<file path="config.mk">
export PLATFORM = sky130hd
export DESIGN_NAME = card_dealer
export DESIGN_NICKNAME = d
export VERILOG_FILES = /design/src/rtl/card_dealer.sv
export SDC_FILE = /design/constraint.sdc
export NUM_CORES = 1
export LEC_CHECK = 0
export CAP_MARGIN = 30
export CELL_PAD_IN_SITES_DETAIL_PLACEMENT = 0
export CELL_PAD_IN_SITES_GLOBAL_PLACEMENT = 1
export CORE_AREA = 2 2 87 89
export CTS_CLUSTER_SIZE = 30
export DETAILED_ROUTE_END_ITERATION = 8
export DIE_AREA = 0 0 89 91
export GPL_TIMING_DRIVEN = 0
export HOLD_SLACK_MARGIN = 0.15
export PLACE_DENSITY_LB_ADDON = 0.12
export SYNTH_ARGS = -nofsm -noshare
export SYNTH_HDL_FRONTEND = slang
export SYNTH_SLANG_ARGS = --single-unit
export TNS_END_PERCENT = 20
</file>
<file path="constraint.sdc">
create_clock -name clk -period 7.8 [get_ports clk]
set_input_delay 1.95 -clock clk [delete_from_list [all_inputs] [get_ports clk]]
set_output_delay 1.95 -clock clk [all_outputs]
set_load 0.02 [all_outputs]
</file>
<file path="src/rtl/card_dealer.sv">
// card_dealer: deals single cards from a 52-card deck that is held as a
// table of per-rank counts. Each request walks a rank pointer to the next
// rank that is still in stock, then strobes that rank out for one cycle.
//
// Build option: define CARD_DEALER_SHUFFLE_EN to start each search at a
// pseudo-random rank taken from a 16-bit Galois LFSR. Without it, every
// search starts at the ace, so cards come out in ascending rank order.
module card_dealer #(
  parameter logic [15:0] LFSR_SEED = 16'hACE1
) (
  input  logic       clk,
  input  logic       reset,
  input  logic       dealRequest,
  input  logic       newDeck,
  output logic       addNewCard,
  output logic [3:0] newCardValue,
  output logic [5:0] cardsRemaining,
  output logic       deckEmpty,
  output logic       busy
);

  typedef enum logic [1:0] {
    IDLE   = 2'd0,
    SEARCH = 2'd1,
    DEAL   = 2'd2
  } state_e;

  localparam int unsigned NUM_RANKS = 13;

  state_e     state_q;
  logic [2:0] count_q [NUM_RANKS];
  logic [3:0] ptr_q;
  logic [5:0] remaining_q;
  logic       add_q;
  logic [3:0] value_q;

  logic [3:0] ptr_load_d;
  logic [3:0] ptr_next_d;

  // A zero seed would lock the LFSR at zero forever.
  if (LFSR_SEED == 16'h0000) begin : g_seed_check
    $error("card_dealer: LFSR_SEED must be non-zero");
  end

`ifdef CARD_DEALER_SHUFFLE_EN
  logic [15:0] lfsr_q;
  logic [15:0] lfsr_d;
  logic [3:0]  lfsr_nib;

  // Galois step for x^16+x^14+x^13+x^11+1 (right-shifting form, mask 0xB400).
  always_comb begin
    lfsr_d = {1'b0, lfsr_q[15:1]};
    if (lfsr_q[0]) begin
      lfsr_d = lfsr_d ^ 16'hB400;
    end
  end

  // Fold the low nibble into 0..12 so it is always a legal rank index.
  always_comb begin
    lfsr_nib   = lfsr_q[3:0];
    ptr_load_d = (lfsr_nib >= 4'd13) ? (lfsr_nib - 4'd13) : lfsr_nib;
  end

  // The LFSR free-runs; restocking the deck deliberately leaves it alone.
  always_ff @(posedge clk) begin
    if (reset) begin
      lfsr_q <= LFSR_SEED;
    end else begin
      lfsr_q <= lfsr_d;
    end
  end
`else
  // Deterministic build: every search starts at the ace.
  always_comb begin
    ptr_load_d = 4'd0;
  end
`endif

  // Rank pointer advance with wrap from king back to ace.
  always_comb begin
    ptr_next_d = (ptr_q == 4'd12) ? 4'd0 : (ptr_q + 4'd1);
  end

  // Dealer FSM: owns the deck table, the rank pointer and the card outputs.
  // NOTE: every register here is assigned with <= so all state moves together
  // at the edge; a blocking = would let later lines see half-updated state.
  always_ff @(posedge clk) begin
    if (reset) begin
      state_q     <= IDLE;
      ptr_q       <= 4'd0;
      remaining_q <= 6'd52;
      add_q       <= 1'b0;
      value_q     <= 4'd0;
      // NOTE: the count table is real deck state rather than scratch storage,
      // so it is reset entry by entry like any other register.
      for (int i = 0; i < NUM_RANKS; i++) begin
        count_q[i] <= 3'd4;
      end
    end else if (newDeck) begin
      // Restock wins over any request or deal in flight; the last dealt
      // value stays on newCardValue.
      state_q     <= IDLE;
      remaining_q <= 6'd52;
      add_q       <= 1'b0;
      for (int i = 0; i < NUM_RANKS; i++) begin
        count_q[i] <= 3'd4;
      end
    end else begin
      add_q <= 1'b0;
      case (state_q)
        IDLE: begin
          if (dealRequest && !deckEmpty) begin
            ptr_q   <= ptr_load_d;
            state_q <= SEARCH;
          end
        end
        SEARCH: begin
          if (count_q[ptr_q] != 3'd0) begin
            // Strobe and value are registered here so both appear in DEAL.
            state_q <= DEAL;
            add_q   <= 1'b1;
            value_q <= ptr_q + 4'd1;
          end else begin
            ptr_q <= ptr_next_d;
          end
        end
        DEAL: begin
          // The guard keeps the table and the total in step and stops any
          // underflow even if the table were somehow inconsistent.
          if (count_q[ptr_q] != 3'd0 && remaining_q != 6'd0) begin
            count_q[ptr_q] <= count_q[ptr_q] - 3'd1;
            remaining_q    <= remaining_q - 6'd1;
          end
          state_q <= IDLE;
        end
        default: begin
          state_q <= IDLE;
        end
      endcase
    end
  end

  assign addNewCard     = add_q;
  assign newCardValue   = value_q;
  assign cardsRemaining = remaining_q;
  assign deckEmpty      = (remaining_q == 6'd0);
  assign busy           = (state_q == SEARCH) || (state_q == DEAL);

endmodule

</file>
==> results of run 1 <==
flip-flops by register name, summed over array words and instances (netlist names), named ones only:
| name | flops |
|---|---|
| addNewCard | 1 |
| state_q | 2 |
| newCardValue | 4 |
| count_q | 48 |
| ptr_q | 4 |
| cardsRemaining | 6 |
logic make-up after synthesis:
logic type / count (synthesis) / synth area share
AND/OR/NAND/NOR: 104 / 0.1719
flip-flops: 69 / 0.5611
AO/OA/AOI/OAI: 33 / 0.06298
buffers and inverters: 25 / 0.03280
multiplexers: 24 / 0.1176
adder cells (fa/ha/maj): 10 / 0.03771
XOR/XNOR: 6 / 0.01584
cell usage in the layout (no fill, tap or decap), types with 10 or more instances in the layout:
master           instances
clkdlybuf4s50_1         15
edfxtp_1                48
nor2_1                  33
dfxtp_1                 21
inv_1                   12
mux2i_1                 12
nand2_1                 22
ha_1                    10
o21ai_1                 14
mux4_2                  12
routing by layer:
layer,up-vias,GRT usage,wire length (um)
li1,1040,-,-
met1,1048,0.2642,3281
met2,62,0.3284,3550
met3,12,0.04091,341
met4,0,0.07463,136
met5,-,0,0
path summary, 6_finish.rpt:
check                               start                      endpoint
max reg2reg                          flop                          flop
min          newCardValue[3]$_SDFFE_PP0P_  newCardValue[3]$_SDFFE_PP0P_
min reg2reg  newCardValue[3]$_SDFFE_PP0P_  newCardValue[3]$_SDFFE_PP0P_
max                                  flop                          flop
cell type report:
cell class	count	area, sq um	area share
flip-flops and latches	69	1862	0.4904
multi-input cells	177	1348	0.3550
repair buffers	15	150.1	0.03955
clock buffers	9	123.9	0.03263
well taps	99	123.9	0.03263
clock inverters	7	80.08	0.02109
plain buffers	13	63.81	0.01681
inverters	12	45.04	0.01187
metrics by stage:
| step | hold WS (ps) | instance area [sq um] | setup WS [ps] | std cells |
|---|---|---|---|---|
| after global placement | 474.7 | 3592 | 3653 | 385 |
| final | 479.3 | 3796 | 3845 | 401 |
| after CTS | 491.7 | 3796 | 3826 | 401 |
| after detailed placement | 472.0 | 3592 | 3686 | 385 |
| after floorplan | 500.9 | 3318 | 4536 | 271 |
| after global routing | 510.5 | 3796 | 3607 | 401 |
power breakdown:
part | switching, uW | leakage, uW | internal, uW
Sequential | 2.54 | 0.000635 | 398
Combinational | 28.3 | 0.000543 | 15.0
Clock | 134 | 0.000103 | 175
worst max-delay path: cells and delay by family, from the launching register on:
kind	cells	cell delay, ps
muxes	3	1180
DFF	1	350
buffers and inverters	2	850
adders and majority gates	1	210
and+or+nand+nor	3	1110
AOI/OAI and AO/OA	1	160
==> results.tsv, run 1 <==
metric	value	unit
status	completed	
DRC	0	
final hold vios	0	
initial antenna violation count	0	
Tcrit/Tclk final	0.5070	
Worst R2R Setup Slack	3850	ps
I/O pin count	17	
DIE AREA	0.008099	sq mm
worst-skew pair later-pin latency	350	ps
largest stage delay on the critical path	660	ps
Post-DP HPWL	5.182	mm
Slew headroom	0.4678	
# port buffers	15	
FMAX	252.9	MHz
worst hold path class	reg2reg	
Final Core Density	0.5319	
DIE HEIGHT	91	um
RSZ-0062 raised after global routing	no	
total congestion overflow	0	
# diodes	0	
initial drt markers	170	
top cells by area, synth	edfxtp_1, dfxtp_1, mux4_2	
maxcap violations	0	
TNS Setup	0	ps
Netlist cell types	42	
kind of critical path	reg2reg	
Max Fanout on Critical Path	10	
final wirelength	7.309	mm
Yosys top cell area share	0.4344	
Worst Hold Path Cells	2	
Post-CTS Setup Inserts	0	
Ys Warns	0	
syn_nets	285	
fin. max-slew vios	0	
Power Total	752.3	uW
Yosys top cell by area	edfxtp_1	
crit start category	flop	
Placer Congestion	0.7942	
slowest CP cell	or4b_2	
largest buffer count on any clock path	2	
top_reg_cell synth	edfxtp_1	
Layout Area Growth over Synthesis	14.40	%
fillers	658	
DR pass1 iterations	4	
reg2reg path depth	10	
Avg Cell Area, Syn	12.24	sq um
register area share after synthesis	0.5611	
final critical-path required period	3955	ps
largest net degree at the start of global routing	12	
nets	311	
Synth Instances	271	
Root Buffer	clkbuf_8	
count leader, synth	edfxtp_1	
clk sink count	69	
total track usage	0.2019	
Final ANT Viol Nets	0	
Yosys reg bits	69	
post-DR vias/cell	5.392	
Arr. time, crit path	4210	ps
wire length of the first global-routing pass	11.99	mm
CP Capture Type	flop	
setup violators final	0	
FP Rows	31	
Clk pin slew, worst setup/hold paths	70	ps
Layout Skew	8.497	ps
commonest cells in the netlist	edfxtp_1, nor2_1, nand2_1, dfxtp_1, o21ai_1	
number of global-route vias before repair	2282	
Worst path most repeated cell	mux4_2	
share of cells above drive strength 1	0.1589	
CTS tree	built	
fraction of registers with async set/reset	0	
H-Tree Depth	3	
number of synthesized flops with an enable pin	48	
Least-Margin Pin Slew	798.3	ps
CP Cell Sequence	clkbuf_1 -> mux4_2 -> mux4_2 -> inv_1 -> ha_1 -> nor2b_1 -> a22oi_1 -> nand2b_4 -> or4b_2 -> mux2i_1	
Post-CTS Hold Fix Bufs	0	
Syn Std Cell Area	0.003318	sq mm
power per cell area	198.2	mW/mm^2
CTS resizes	0	
Initial Utilization	0.4649	
wire per inst	18.23	um
TritonCTS Buffers	9	
CORE AREA	0.007137	sq mm
Lkg Pwr	0.001282	uW
WP data required	8060	ps
DR vias	2162	
Peak VDD IR	0.1028	mV
die width	89	um
Note: power is estimated with default switching activity, not from simulation.
==> inputs of run 2 (changes only) <==
==> constraint.sdc (replaced) <==
create_clock -name clk -period 3.95 [get_ports clk]
set_input_delay 0.9875 -clock clk [delete_from_list [all_inputs] [get_ports clk]]
set_output_delay 0.9875 -clock clk [all_outputs]
set_load 0.02 [all_outputs]
==> results.tsv, run 2 (synthesized netlist as in run 1, its figures left out) <==
metric	value	unit	change
Final Core Density	0.5324		about the same
sw frac	0.2189		+0.0002339
# diodes	0		unchanged
Max Fanout on Critical Path	10		unchanged
final wirelength	7.320	mm	+0.15%
DP Worst Slack	3.846	ps	-3682 ps
DIE AREA	0.008099	sq mm	unchanged
Post-CTS Hold Fix Bufs	0		unchanged
Initial Utilization	0.4649		unchanged
fin. max-slew vios	0		unchanged
Peak VDD IR	0.2030	mV	+97%
share of cells above drive strength 1	0.1623		+0.003311
DR vias	2159		-0.14%
post-DR vias/cell	5.384		-0.14%
FMAX	271.3	MHz	+7.3%
maxcap violations	0		unchanged
final critical-path required period	3686	ps	-268.3 ps
DRC	0		unchanged
Worst R2R Setup Slack	260	ps	-3580 ps
Post-DP HPWL	5.182	mm	unchanged
largest buffer count on any clock path	2		unchanged
wire per inst	18.25	um	+0.15%
Lkg Pwr	0.001285	uW	+0.21%
I/O pin count	17		unchanged
P_int	1161	uW	+97%
Post-CTS Setup Inserts	0		unchanged
total track usage	0.2019		unchanged
hold slack	478.0	ps	-1.279 ps
clk sink count	69		unchanged
CTS tree	built		
Tcrit/Tclk final	0.9332		+0.4262
setup violators final	0		unchanged
CTS resizes	1		+1
Clock power frac	0.411		about the same
commonest non-fill, non-tap cells in the layout	edfxtp_1, nor2_1, nand2_1, dfxtp_1, clkdlybuf4s50_1		
number of global-route vias before repair	2285		+0.13%
FP Rows	31		unchanged
# port buffers	15		unchanged
initial drt markers	169		-0.59%
Final ANT Viol Nets	0		unchanged
initial antenna violation count	0		unchanged
combinational share of power	0.058		about the same
DIE HEIGHT	91	um	unchanged
Reg power frac	0.532		about the same
TritonCTS Buffers	9		unchanged
Root Buffer	clkbuf_8		
Layout Area Growth over Synthesis	14.52	%	about the same
crit start category	flop		
total congestion overflow	0		unchanged
Arr. time, crit path	3940	ps	-270 ps
final hold vios	0		unchanged
CORE AREA	0.007137	sq mm	unchanged
Placer Congestion	0.7942		unchanged
kind of critical path	reg2reg		
TNS Setup	0	ps	unchanged
Layout Skew	8.491	ps	-0.005880 ps
DR pass1 iterations	4		unchanged
max FFs per register	48		unchanged
largest net degree at the start of global routing	12		unchanged
power per cell area	391.1	mW/mm^2	+97%
Clk pin slew, worst setup/hold paths	70	ps	about the same
wire length of the first global-routing pass	11.99	mm	unchanged
final worst slack	263.7	ps	-3582 ps
die width	89	um	unchanged
worst-skew pair later-pin latency	350	ps	about the same
Least-Margin Pin Slew	748.6	ps	-49.61 ps
CP Capture Type	flop		
Slew headroom	0.5009		+0.03307
NetSw	325.3	uW	+98%
reg2reg path depth	10		unchanged
status	completed		
design area	0.003800	sq mm	about the same
H-Tree Depth	3		unchanged
most common cell after layout, fill and taps aside	edfxtp_1		
worst hold path class	reg2reg		
nets	311		unchanged
dpl cell area	0.003592	sq mm	unchanged
Largest Register	count_q		
WP data required	4210	ps	-3850 ps
-- run 2: worst min-delay path by stage --
stage,from,to,slack (ps),cells past startpoint
final,newCardValue[3]$_SDFFE_PP0P_,newCardValue[3]$_SDFFE_PP0P_,480,2
after floorplan,state_q[1]$_SDFFE_PP0P_,state_q[1]$_SDFFE_PP0P_,500,2
after global placement,newCardValue[3]$_SDFFE_PP0P_,newCardValue[3]$_SDFFE_PP0P_,470,2
after CTS,newCardValue[3]$_SDFFE_PP0P_,newCardValue[3]$_SDFFE_PP0P_,490,2
after global routing,newCardValue[3]$_SDFFE_PP0P_,newCardValue[3]$_SDFFE_PP0P_,510,2
after detailed placement,newCardValue[3]$_SDFFE_PP0P_,newCardValue[3]$_SDFFE_PP0P_,470,2
-- run 2: layout make-up --
cell class              count  area, sq um
well taps                  99        123.9
flip-flops and latches     69         1862
multi-input cells         177         1348
clock inverters             7        80.08
clock buffers               9        123.9
repair buffers             15        150.1
plain buffers              13        67.56
fillers                   658         3337
inverters                  12        45.04
-- run 2: layer usage --
metal	vias up	wire, um	track usage
li1	1040	-	-
met1	1041	3231	0.2630
met2	66	3570	0.3296
met3	12	382	0.04091
met4	0	136	0.07463
met5	-	0	0
-- run 2: through the flow --
step                      total power [uW]  instances
after CTS                             1498        401
after global routing                  1533        401
final                                 1486        401
after floorplan                      863.8        271
after global placement               892.7        385
after detailed placement             892.9        385
-- run 2: power groups by stage --
stage	Combinational (uW)	Sequential, uW	Clock, uW
floorplan	56.7	807	0
global placement	86.2	806	0
detailed placement	86.1	807	0
CTS	86.5	790	621
global route	95.1	792	647
finish	85.5	790	610
-- run 2: worst max-delay path, cell delays in order (launching register included) --
cell and delay, ps:
dfxtp_1 310, clkbuf_4 270, mux4_2 560, mux4_2 530, inv_1 220, ha_1 210
nor2b_1 250, a22oi_1 160, nand2b_4 200, or4b_2 660, mux2i_1 210
